<file path="src/rtl/lv1_req_router.sv">
// Per-core level-1 request router: decodes each CPU access to one of NUM_CH sub-caches,
// tracks it to completion or timeout, and round-robin arbitrates the shared lv1-lv2 bus.
module lv1_req_router #(
  parameter int unsigned                NUM_CH        = 2,
  parameter int unsigned                ADDR_WID      = 32,
  parameter logic [NUM_CH*ADDR_WID-1:0] REGION_BOUNDS = {32'hFFFF_FFFF, 32'h3FFF_FFFF},
  parameter logic [NUM_CH-1:0]          RO_MASK       = 2'b01,
  parameter int unsigned                TIMEOUT       = 1023
) (
  input  logic                clk,
  input  logic                rst_n,
  input  logic                cpu_rd,
  input  logic                cpu_wr,
  input  logic [ADDR_WID-1:0] addr_bus_cpu_lv1,
  output logic                cpu_done,
  output logic                cpu_err,
  output logic                busy,
  output logic [NUM_CH-1:0]   ch_rd,
  output logic [NUM_CH-1:0]   ch_wr,
  input  logic [NUM_CH-1:0]   ch_done,
  input  logic [NUM_CH-1:0]   ch_bus_req,
  output logic [NUM_CH-1:0]   ch_bus_gnt,
  output logic                bus_lv1_lv2_req_proc,
  input  logic                bus_lv1_lv2_gnt_proc
);

  localparam int unsigned CH_W  = (NUM_CH > 1) ? $clog2(NUM_CH) : 1;
  localparam int unsigned CNT_W = $clog2(TIMEOUT + 1);
  localparam logic [CNT_W-1:0] CNT_LAST = CNT_W'(TIMEOUT - 1);
  localparam logic [CNT_W-1:0] CNT_MAX  = CNT_W'(TIMEOUT);

  typedef enum logic [1:0] {S_IDLE, S_WAIT, S_RESP, S_HOLD} state_e;

  state_e            state_q, state_d;
  logic [CH_W-1:0]   sel_q, sel_d;
  logic              is_wr_q, is_wr_d;
  logic              err_q, err_d;
  logic [CNT_W-1:0]  cnt_q, cnt_d;
  logic              cpu_done_q, cpu_done_d;
  logic              cpu_err_q, cpu_err_d;
  logic              busy_q, busy_d;
  logic [NUM_CH-1:0] ch_rd_q, ch_rd_d;
  logic [NUM_CH-1:0] ch_wr_q, ch_wr_d;
  logic              owner_vld_q, owner_vld_d;
  logic [CH_W-1:0]   owner_q, owner_d;
  logic [CH_W-1:0]   ptr_q, ptr_d;

  logic              hit_vld;
  logic [CH_W-1:0]   hit_idx;
  logic [CH_W-1:0]   cand;

  // Bounds ascend, so the lowest channel whose upper bound covers the address owns it.
  always_comb begin
    hit_vld = 1'b0;
    hit_idx = '0;
    for (int i = NUM_CH - 1; i >= 0; i--) begin
      if (addr_bus_cpu_lv1 <= REGION_BOUNDS[i*ADDR_WID +: ADDR_WID]) begin
        hit_vld = 1'b1;
        hit_idx = CH_W'(i);
      end
    end
  end

  // NOTE: every signal gets a default before the case so no path can infer a latch.
  always_comb begin
    state_d = state_q;
    sel_d   = sel_q;
    is_wr_d = is_wr_q;
    err_d   = err_q;
    cnt_d   = cnt_q;
    unique case (state_q)
      S_IDLE: begin
        if (cpu_rd | cpu_wr) begin
          if ((cpu_rd ^ cpu_wr) && hit_vld && !(cpu_wr && RO_MASK[hit_idx])) begin
            state_d = S_WAIT;
            sel_d   = hit_idx;
            is_wr_d = cpu_wr;
            err_d   = 1'b0;
            cnt_d   = '0;
          end else begin
            state_d = S_RESP;
            err_d   = 1'b1;
          end
        end
      end
      S_WAIT: begin
        if (ch_done[sel_q]) begin
          state_d = S_RESP;
          err_d   = 1'b0;
        end else if (cnt_q >= CNT_LAST) begin
          state_d = S_RESP;
          err_d   = 1'b1;
        end
        if (cnt_q != CNT_MAX) cnt_d = cnt_q + 1'b1;
      end
      S_RESP:  state_d = S_HOLD;
      S_HOLD:  if (!cpu_rd && !cpu_wr) state_d = S_IDLE;
      default: state_d = S_IDLE;
    endcase

    // Outputs are registered images of the next state, so they change one edge after decode.
    cpu_done_d = (state_d == S_RESP);
    cpu_err_d  = (state_d == S_RESP) && err_d;
    busy_d     = (state_d != S_IDLE);
    ch_rd_d    = '0;
    ch_wr_d    = '0;
    if (state_d == S_WAIT) begin
      ch_rd_d[sel_d] = !is_wr_d;
      ch_wr_d[sel_d] = is_wr_d;
    end
  end

  // Owner is sticky until its own request drops; a new owner is only chosen with the bus granted.
  always_comb begin
    owner_vld_d = owner_vld_q;
    owner_d     = owner_q;
    ptr_d       = ptr_q;
    cand        = '0;
    if (owner_vld_q) begin
      if (!ch_bus_req[owner_q]) begin
        owner_vld_d = 1'b0;
        ptr_d       = owner_q;
      end
    end else if (bus_lv1_lv2_gnt_proc) begin
      for (int k = NUM_CH; k >= 1; k--) begin
        cand = CH_W'((int'(ptr_q) + k) % NUM_CH);
        if (ch_bus_req[cand]) begin
          owner_vld_d = 1'b1;
          owner_d     = cand;
        end
      end
    end
  end

  // NOTE: sequential state uses non-blocking assignments only, so every flop samples pre-edge values.
  always_ff @(posedge clk or negedge rst_n) begin
    if (!rst_n) begin
      state_q     <= S_IDLE;
      sel_q       <= '0;
      is_wr_q     <= 1'b0;
      err_q       <= 1'b0;
      cnt_q       <= '0;
      cpu_done_q  <= 1'b0;
      cpu_err_q   <= 1'b0;
      busy_q      <= 1'b0;
      ch_rd_q     <= '0;
      ch_wr_q     <= '0;
      owner_vld_q <= 1'b0;
      owner_q     <= '0;
      ptr_q       <= CH_W'(NUM_CH - 1);
    end else begin
      state_q     <= state_d;
      sel_q       <= sel_d;
      is_wr_q     <= is_wr_d;
      err_q       <= err_d;
      cnt_q       <= cnt_d;
      cpu_done_q  <= cpu_done_d;
      cpu_err_q   <= cpu_err_d;
      busy_q      <= busy_d;
      ch_rd_q     <= ch_rd_d;
      ch_wr_q     <= ch_wr_d;
      owner_vld_q <= owner_vld_d;
      owner_q     <= owner_d;
      ptr_q       <= ptr_d;
    end
  end

  always_comb begin
    ch_bus_gnt = '0;
    if (owner_vld_q && bus_lv1_lv2_gnt_proc) ch_bus_gnt[owner_q] = 1'b1;
  end

  assign bus_lv1_lv2_req_proc = |ch_bus_req;
  assign cpu_done             = cpu_done_q;
  assign cpu_err              = cpu_err_q;
  assign busy                 = busy_q;
  assign ch_rd                = ch_rd_q;
  assign ch_wr                = ch_wr_q;

endmodule

</file>
<file path="config.mk">
export PLATFORM = sky130hd
export DESIGN_NAME = lv1_req_router
export DESIGN_NICKNAME = d
export VERILOG_FILES = /design/src/rtl/lv1_req_router.sv
export SDC_FILE = /design/constraint.sdc
export NUM_CORES = 1
export LEC_CHECK = 0
export CAP_MARGIN = 20
export CELL_PAD_IN_SITES_DETAIL_PLACEMENT = 1
export CELL_PAD_IN_SITES_GLOBAL_PLACEMENT = 2
export CORE_UTILIZATION = 27
export CTS_CLUSTER_SIZE = 40
export DETAILED_ROUTE_END_ITERATION = 10
export MAX_ROUTING_LAYER = met4
export PLACE_DENSITY = 0.9
export SLEW_MARGIN = 30
export SYNTH_ARGS = -nofsm -noshare
export SYNTH_HDL_FRONTEND = slang
export SYNTH_SLANG_ARGS = --single-unit
</file>
<file path="constraint.sdc">
create_clock -name clk -period 4.7 [get_ports clk]
set_input_delay 1.175 -clock clk [delete_from_list [all_inputs] [get_ports clk]]
set_output_delay 1.175 -clock clk [all_outputs]
set_load 0.02 [all_outputs]
</file>
Word level (Yosys, flattened, before mapping). Cells that the tools add are included.

Input bits: 41. Bits in latches: 0. Bits in registers: 25. Memory bits (read-only): 0. RAM bits: 0. Output and inout bits: 10. Memories kept: 0.

Multiply operators: 0. Reductions and logical operators: 20. Muxes and demuxes: 48. Order comparisons: 11. Shift operators: 0. $add $sub $neg: 3. Bitwise logic cells: 6. Eq/ne operators: 9. Div/mod/pow operators: 0.

Operators with widths (number): 32-bit by 30-bit <= comparator with 1-bit output (second input constant) (1); 32-bit <= comparator (second input constant) (1); 1-bit two-way mux (32); 10-bit two-way mux (3); 10-bit one-hot mux with 2 select lines (1); 2-bit two-way mux (8); 1-bit by 2-bit < comparator with 1-bit output (second input constant) (6); 10-bit by 1-bit adder with 10-bit output (second input constant) (1); 10-bit greater-or-equal comparator (second input constant) (1); 10-bit inequality test (second input constant) (1); 1-bit logical AND (8); 2-bit one-hot mux with 4 select lines (1); 2-bit equality test (second input constant) (3); 2-bit inequality test (second input constant) (3); 2-bit nonzero test (3); 2-bit bitwise AND (2); 2-bit by 1-bit equality test with 1-bit output (second input constant) (2); 1-bit logical NOT (4); 4-bit AND reduction (1); 3-bit AND reduction (1); 1-bit adder (second input constant) (2); 1-bit demux with 1-bit select (2); 1-bit greater-or-equal comparator (second input constant) (2); 2-bit logical NOT (1); 6 further kinds (7).

Logic depth before layout (Yosys ltp). Gate-level depths: netlist (run 1).

Depth after elaboration: 17. Mapped depth: 8.

Least setup slack after synthesis (run 1). No wires, ideal clock.

Path type: input to output. From: in ch_bus_req[0]. To: out bus_lv1_lv2_req_proc. Buffers on the path: 0. Required time: 3.525 ns. Stages on the path: 1. Arrival time: 1.517 ns. Setup slack: 2.008 ns. Cells stage by stage: or2_2.

Cells in the longest elaborated chain, start to end: 1.

Ends and longest elaborated chain: from (decl) (RTL line 21) `input logic [NUM_CH-1:0] ch_bus_req,`; 2-bit OR reduction (RTL line 173) `assign bus_lv1_lv2_req_proc = |ch_bus_req;`; to (decl) (RTL line 23) `output logic bus_lv1_lv2_req_proc,`.

No other way between the ends.

Worst setup path after layout (run 1). Same ends and word-level chain as after synthesis.

==> qor.yml, run 1 <==
rr_worst_depth: 5
drt_iter0_markers: 27
fin_area_um2: 1642
syn_inst: 138
cp_max_fo: 5
path_class: "input pin to primary output"
finalPower_mw: 0.8151
tightest_slew_ns: 0.8160
coreArea_um2: 4723
root_buffer: "clkbuf_8"
cap_violations: 0
p_leak_nw: 0.6808
crit_slowest_cell: "clkdlybuf4s50_1"
antenna_found_initial: 0
yosysTopAreaCellShare_pct: 43.15
dieHeight_um: 72.29
pwr-share-comb_pct: 40.2
max-vdd-ir-drop_mv: 0.1199
cts_buffers: 3
initial_utilization_pct: 28.24
postSynthAreaPerCell_um2: 9.665
cpPeakStageDelay_ns: 0.54
busiest_layer: "met2"
cts_max_level: 1
crit_buf_inv: 2
nets: 203
grt_pass1_vias: 1232
finalCritPeriodShare_pct: 78.66
outcome: "complete, no violations"
ctsResizeCount: 0
cpMostUsedCell: "clkdlybuf4s50_1"
ys_warn_count: 0
met3_usage_pct: 1.111
path_depth: 3
grt.overflow.total: 0
max-clock-path-buffers: 2
path_cells: "clkdlybuf4s50_1 -> or2_2 -> clkdlybuf4s50_1"
fillers: 545
finalSetupViolCount: 0
globalRouteMet2Util_pct: 23.99
avgViaCountPerCell: 5.098
syn_area_um2: 1334
cts-hold-fix-buffers: 0
antenna_cells: 0
worstSetupStartpointType: "input pin"
grt_pass1_wl_mm: 5.395
dp_hpwl_mm: 2.480
r2r_start: "cnt_q[0]$_DFFE_PN0P_"
placed_cell_area_um2: 1587
routedWlPerCell_um: 14.28
port_buffers: 20
yosysTopAreaCell: "dfrtp_1"
synth-seq-area-share_pct: 45.12
tns_ns: 0
power_switching_mw: 0.3213
totalWireLength_mm: 3.213
dieArea_um2: 5225
worstSetupStartpoint: "ch_bus_req[0]"
first_pass_iters: 4
power_frac_seq_pct: 42.8
hp-class: "flop to flop"
gp_congestion: 0.7498
internal_power_mw: 0.4938
drc: 0
fin_skew_ns: 0.004130
synthTopCellsByArea: "dfrtp_1 (43%), nand2_1 (5.9%), mux2i_1 (3.8%)"
rsz0062_at_grt: "false"
cts_tree: "done"
drive_gt1_share_pct: 11.39
clkPwrFrac_pct: 17.0
synth.net_count: 182
fmax_mhz: 270.5
path_delay_family: "buffers and inverters"
hp-start: "owner_vld_q$_DFF_PN0_"
post_cts_buffers: 0
grt_max_degree: 25
clkTransAtPathRegs_ns: 0.08
area_growth_pct: 23.08
postRouteAntennaNets: 0
end_kind: "primary output"
final_common_cell: "dfrtp_1"
power_density_nw_per_um2: 496.5
fin_crit_ns: 3.697
use_met1_pct: 15.04
die_x_um: 72.29
cts.sinks: 24
most-common-layout-cells: "dfrtp_1 (23), nand2_1 (21), clkdlybuf4s50_1 (19)"
fp-row-count: 25
min_path_cells: 1
slew_violations: 0
track_usage_pct: 13.45
hold_viol: 0
synth_seq_cells: 24
clkLatencyLatePin_ns: 0.27
sw_frac_of_total_pct: 39.42
synth_cell_type_count: 40
slew_headroom_pct: 45.15
ioPinCount: 51
critPathArrivalTime_ns: 2.52
route.vias.total: 1147
required_ns: 3.52
==> power by group through the flow <==
stage          Sequential, mW  Combinational, mW  Clock [mW]
2_1_floorplan           0.348              0.223           0
3_3_place_gp            0.343              0.312           0
3_5_place_dp            0.353              0.331           0
4_1_cts                 0.349              0.333       0.144
5_1_grt                 0.360              0.367       0.151
6_report                0.349              0.327       0.139
==> worst paths after layout <==
check | end | slack (ns)
max in group asynchronous | ptr_q$_DFFE_PN1P_ | 3.44
min in group asynchronous | cnt_q[5]$_DFFE_PN0P_ | 0.88
min | owner_vld_q$_DFF_PN0_ | 0.56
max reg2reg | cnt_q[9]$_DFFE_PN0P_ | 2.66
min reg2reg | owner_vld_q$_DFF_PN0_ | 0.56
max | bus_lv1_lv2_req_proc | 1.00
==> layout make-up <==
| type | instances | area, um^2 | share of cell area, % |
|---|---|---|---|
| clock buffers | 4 | 55.05 | 3.354 |
| inverters | 11 | 41.29 | 2.515 |
| multi-input cells | 99 | 664.4 | 40.47 |
| flip-flops and latches | 24 | 601.8 | 36.66 |
| well taps | 67 | 83.83 | 5.107 |
| repair buffers | 20 | 195.2 | 11.89 |
==> synth_stat cells <==
cell,number
dfrtp_1,23
nand2_1,21
inv_1,10
o21ai_0,7
a21oi_1,6
nor2_1,6
mux2i_1,5
nor4_1,5
or4_1,5
nor3_1,4
o31ai_1,4
buf_2,3
ha_1,3
nand2b_1,3
nand3_1,3
a31oi_1,2
and3_1,2
nand4_1,2
nor2b_1,2
nor3_2,2
a221o_1,1
a221oi_4,1
a22o_1,1
a31oi_2,1
a32o_1,1
and4_1,1
and4_4,1
buf_6,1
dfstp_2,1
inv_2,1
mux2_2,1
nand4_2,1
nor4_2,1
o21ai_2,1
o311ai_0,1
o41ai_1,1
or2_2,1
or3b_1,1
or4b_4,1
xnor2_1,1
==> sequential cells by signal (all words and copies together) (netlist names) <==
name and count:
sel_q 1, cpu_done 1, ch_rd 2, cpu_err 1, ch_wr 2, owner_vld_q 1, state_q 2, busy 1
ptr_q 1, cnt_q 10, owner_q 1, is_wr_q 1
==> cell families (layout without fill, tap and decap cells) <==
group | Yosys count | in the layout | synth area share (%)
flip-flops | 24 | 24 | 45.12
XOR/XNOR | 1 | 1 | 0.6568
AND/OR/NAND/NOR | 62 | 62 | 26.64
buffers and inverters | 15 | 35 | 5.065
AO/OA/AOI/OAI | 27 | 27 | 15.10
adder cells (fa/ha/maj) | 3 | 3 | 2.815
multiplexers | 6 | 6 | 4.597
==> metrics by stage <==
step	utilization, %	worst slack (ns)	hold slack [ns]	cells
6_report	34.76	1.003	0.5617	225
5_1_grt	34.76	0.9512	0.5983	225
4_1_cts	34.76	0.9824	0.5693	225
3_5_place_dp	33.59	0.9875	0.5569	221
3_3_place_gp	33.70	1.023	0.5202	221
2_1_floorplan	-	2.008	0.5065	138
==> routing by layer <==
| layer | share of wire [%] | wire length, um |
|---|---|---|
| met3 | 3.1 | 98 |
| met4 | 2.3 | 75 |
| met5 | 0 | 0 |
| met1 | 41 | 1325 |
| met2 | 53 | 1714 |
Power figures use the tool's default switching activity.
==> run 2: changes to the inputs <==
--- a/config.mk
+++ b/config.mk
@@ -8,11 +8,11 @@
 export CAP_MARGIN = 20
 export CELL_PAD_IN_SITES_DETAIL_PLACEMENT = 1
 export CELL_PAD_IN_SITES_GLOBAL_PLACEMENT = 2
-export CORE_UTILIZATION = 27
+export CORE_UTILIZATION = 23
 export CTS_CLUSTER_SIZE = 40
 export DETAILED_ROUTE_END_ITERATION = 10
 export MAX_ROUTING_LAYER = met4
-export PLACE_DENSITY = 0.9
+export PLACE_DENSITY = 0.82
 export SLEW_MARGIN = 30
 export SYNTH_ARGS = -nofsm -noshare
 export SYNTH_HDL_FRONTEND = slang
==> constraint.sdc (replaced) <==
create_clock -name clk -period 3.2 [get_ports clk]
set_input_delay 0.8 -clock clk [delete_from_list [all_inputs] [get_ports clk]]
set_output_delay 0.8 -clock clk [all_outputs]
set_load 0.02 [all_outputs]
==> qor.yml, run 2 (synthesis gave the netlist of run 1 again) <==
power_density_nw_per_um2: 736.5  # was 496.5 nW/um^2
largest_register_ffs: 10  # unchanged
drive_gt1_share_pct: 14.02  # was 11.39%
fmax_mhz: 341.1
crit_buf_inv: 2  # unchanged
totalWireLength_mm: 2.946  # was 3.213 mm
internal_power_mw: 0.7952  # was 0.4938 mW
path_class: "input pin to primary output"  # unchanged
ioPinCount: 51  # unchanged
rsz0062_at_grt: "false"  # unchanged
final_util_pct: 30.94  # was 34.76%
path_cells: "clkdlybuf4s50_1 -> or2_2 -> clkdlybuf4s50_1"  # unchanged
route.vias.total: 1112  # was 1147
final_common_cell: "dfrtp_1"  # unchanged
p_leak_nw: 0.7166  # was 0.6808 nW
regToRegEndpoint: "cnt_q[9]$_DFFE_PN0P_"  # unchanged
coreArea_um2: 5540  # was 4723 um^2
power_frac_seq_pct: 40.3  # was 42.8%
worstSetupStartpoint: "ch_bus_req[0]"  # unchanged
grt_pass1_wl_mm: 5.195  # was 5.395 mm
dpl.cell_count: 232  # was 221
grt_max_degree: 15  # was 25
fin_crit_ns: 2.932
cts_tree: "done"  # unchanged
slew_violations: 0  # unchanged
sw_frac_of_total_pct: 37.01  # was 39.42%
hold_viol: 0  # unchanged
crit_slowest_cell: "clkdlybuf4s50_1"  # unchanged
hold_ws_ns: 0.5389  # was 0.5617 ns
avgViaCountPerCell: 4.712  # was 5.098
root_buffer: "clkbuf_8"  # unchanged
initial_utilization_pct: 24.07  # was 28.24%
antenna_cells: 0  # unchanged
cts_max_level: 1  # unchanged
path_delay_family: "buffers and inverters"  # unchanged
max-vdd-ir-drop_mv: 0.3016  # was 0.1199 mV
cpPeakStageDelay_ns: 0.54  # about the same
clkTransAtPathRegs_ns: 0.08  # about the same
power_switching_mw: 0.4673  # was 0.3213 mW
tightest_slew_ns: 0.7564  # was 0.8160 ns
dp_hpwl_mm: 2.280  # was 2.480 mm
clkPwrFrac_pct: 21.0  # was 17.0%
gp_congestion: 0.7996  # was 0.7498
cp_max_fo: 5  # unchanged
grt.overflow.total: 0  # unchanged
setup.worst_path.end: "bus_lv1_lv2_req_proc"  # unchanged
grt_pass1_vias: 1108  # was 1232
pwr-share-comb_pct: 38.8  # was 40.2%
critPathArrivalTime_ns: 2.13  # was 2.52 ns
finalPower_mw: 1.262  # was 0.8151 mW
largest_register: "cnt_q"  # unchanged
outcome: "complete, no violations"  # unchanged
post_cts_buffers: 0  # unchanged
worstSetupStartpointType: "input pin"  # unchanged
fp-row-count: 27  # was 25
r2r_start: "cnt_q[1]$_DFFE_PN0P_"  # was cnt_q[0]$_DFFE_PN0P_
tns_ns: 0  # unchanged
required_ns: 2.40  # was 3.52 ns
hp-class: "flop to flop"  # unchanged
dieArea_um2: 6107  # was 5225 um^2
routedWlPerCell_um: 12.48  # was 14.28 um
slew_headroom_pct: 49.15  # was 45.15%
finalSetupViolCount: 0  # unchanged
drt_iter0_markers: 27  # unchanged
rr_worst_depth: 5  # unchanged
cap_violations: 0  # unchanged
path_depth: 3  # unchanged
fin_skew_ns: 0.003587  # was 0.004130 ns
clkLatencyLatePin_ns: 0.27  # about the same
first_pass_iters: 4  # unchanged
finalCritPeriodShare_pct: 91.62
worst_slack_ns: 0.2683  # was 1.003 ns
antenna_found_initial: 0  # unchanged
postRouteAntennaNets: 0  # unchanged
max-clock-path-buffers: 2  # unchanged
stdcell_count: 236  # was 225
end_kind: "primary output"  # unchanged
drc: 0  # unchanged
cts_buffers: 3  # unchanged
ctsResizeCount: 0  # unchanged
most-common-layout-cells: "dfrtp_1 (23), nand2_1 (21), clkdlybuf4s50_1 (20)"  # was dfrtp_1 (23), nand2_1 (21), clkdlybuf4s50_1 (19)
fin_area_um2: 1714  # was 1642 um^2
die_x_um: 78.15  # was 72.29 um
dieHeight_um: 78.15  # was 72.29 um
cpMostUsedCell: "clkdlybuf4s50_1"  # unchanged
cts-hold-fix-buffers: 0  # unchanged
r2r_setup_slack_ns: 1.26  # was 2.66 ns
cts.sinks: 24  # unchanged
pre_cts_ws_ns: 0.2683  # was 0.9875 ns
placed_cell_area_um2: 1643  # was 1587 um^2
nets: 209  # was 203
port_buffers: 20  # unchanged
track_usage_pct: 10.81  # was 13.45%
area_growth_pct: 28.52  # was 23.08%
run 2: cell types whose count changed in the layout (fill, tap and decap cells not counted), sizes merged:
cell,previous run,this run
clkdlybuf4s50,19,20
bufinv,0,1
buf,1,6
clkbuf,4,3
run 2: worst min path at each step:
stage	depth (start not counted)	start	end
2_1_floorplan	0	rst_n	busy$_DFF_PN0_
3_3_place_gp	2	ptr_q$_DFFE_PN1P_	ptr_q$_DFFE_PN1P_
6_report	2	ptr_q$_DFFE_PN1P_	ptr_q$_DFFE_PN1P_
4_1_cts	2	ptr_q$_DFFE_PN1P_	ptr_q$_DFFE_PN1P_
5_1_grt	2	ptr_q$_DFFE_PN1P_	ptr_q$_DFFE_PN1P_
3_5_place_dp	2	ptr_q$_DFFE_PN1P_	ptr_q$_DFFE_PN1P_
run 2: worst min-delay path, cell delays in order (launching register included):
cell	delay, ns
dfstp_2	0.38
a21oi_1	0.11
nor2_1	0.05
run 2: cell type report:
class,instances,area [um^2]
Timing Repair Buffer,26,245.2
Sequential cell,24,601.8
Inverter,11,41.29
Clock inverter,1,30.03
Tap cell,72,90.09
Multi-Input combinational cell,99,664.4
Fill cell,661,3826
Clock buffer,3,41.29
run 2: metal layers:
metal	GRT usage, %	share of wire (%)	wire length, um
met5	-	0	0
met4	2.963	1.1	31
met3	1.744	2.5	74
met2	16.32	46	1346
met1	14.99	51	1494
run 2: power by group through the flow:
stage	sequential [mW]	clock, mW	combinational, mW
2_1_floorplan	0.511	0	0.327
3_3_place_gp	0.511	0	0.483
3_5_place_dp	0.515	0	0.495
4_1_cts	0.509	0.277	0.499
5_1_grt	0.526	0.286	0.541
6_report	0.508	0.265	0.489
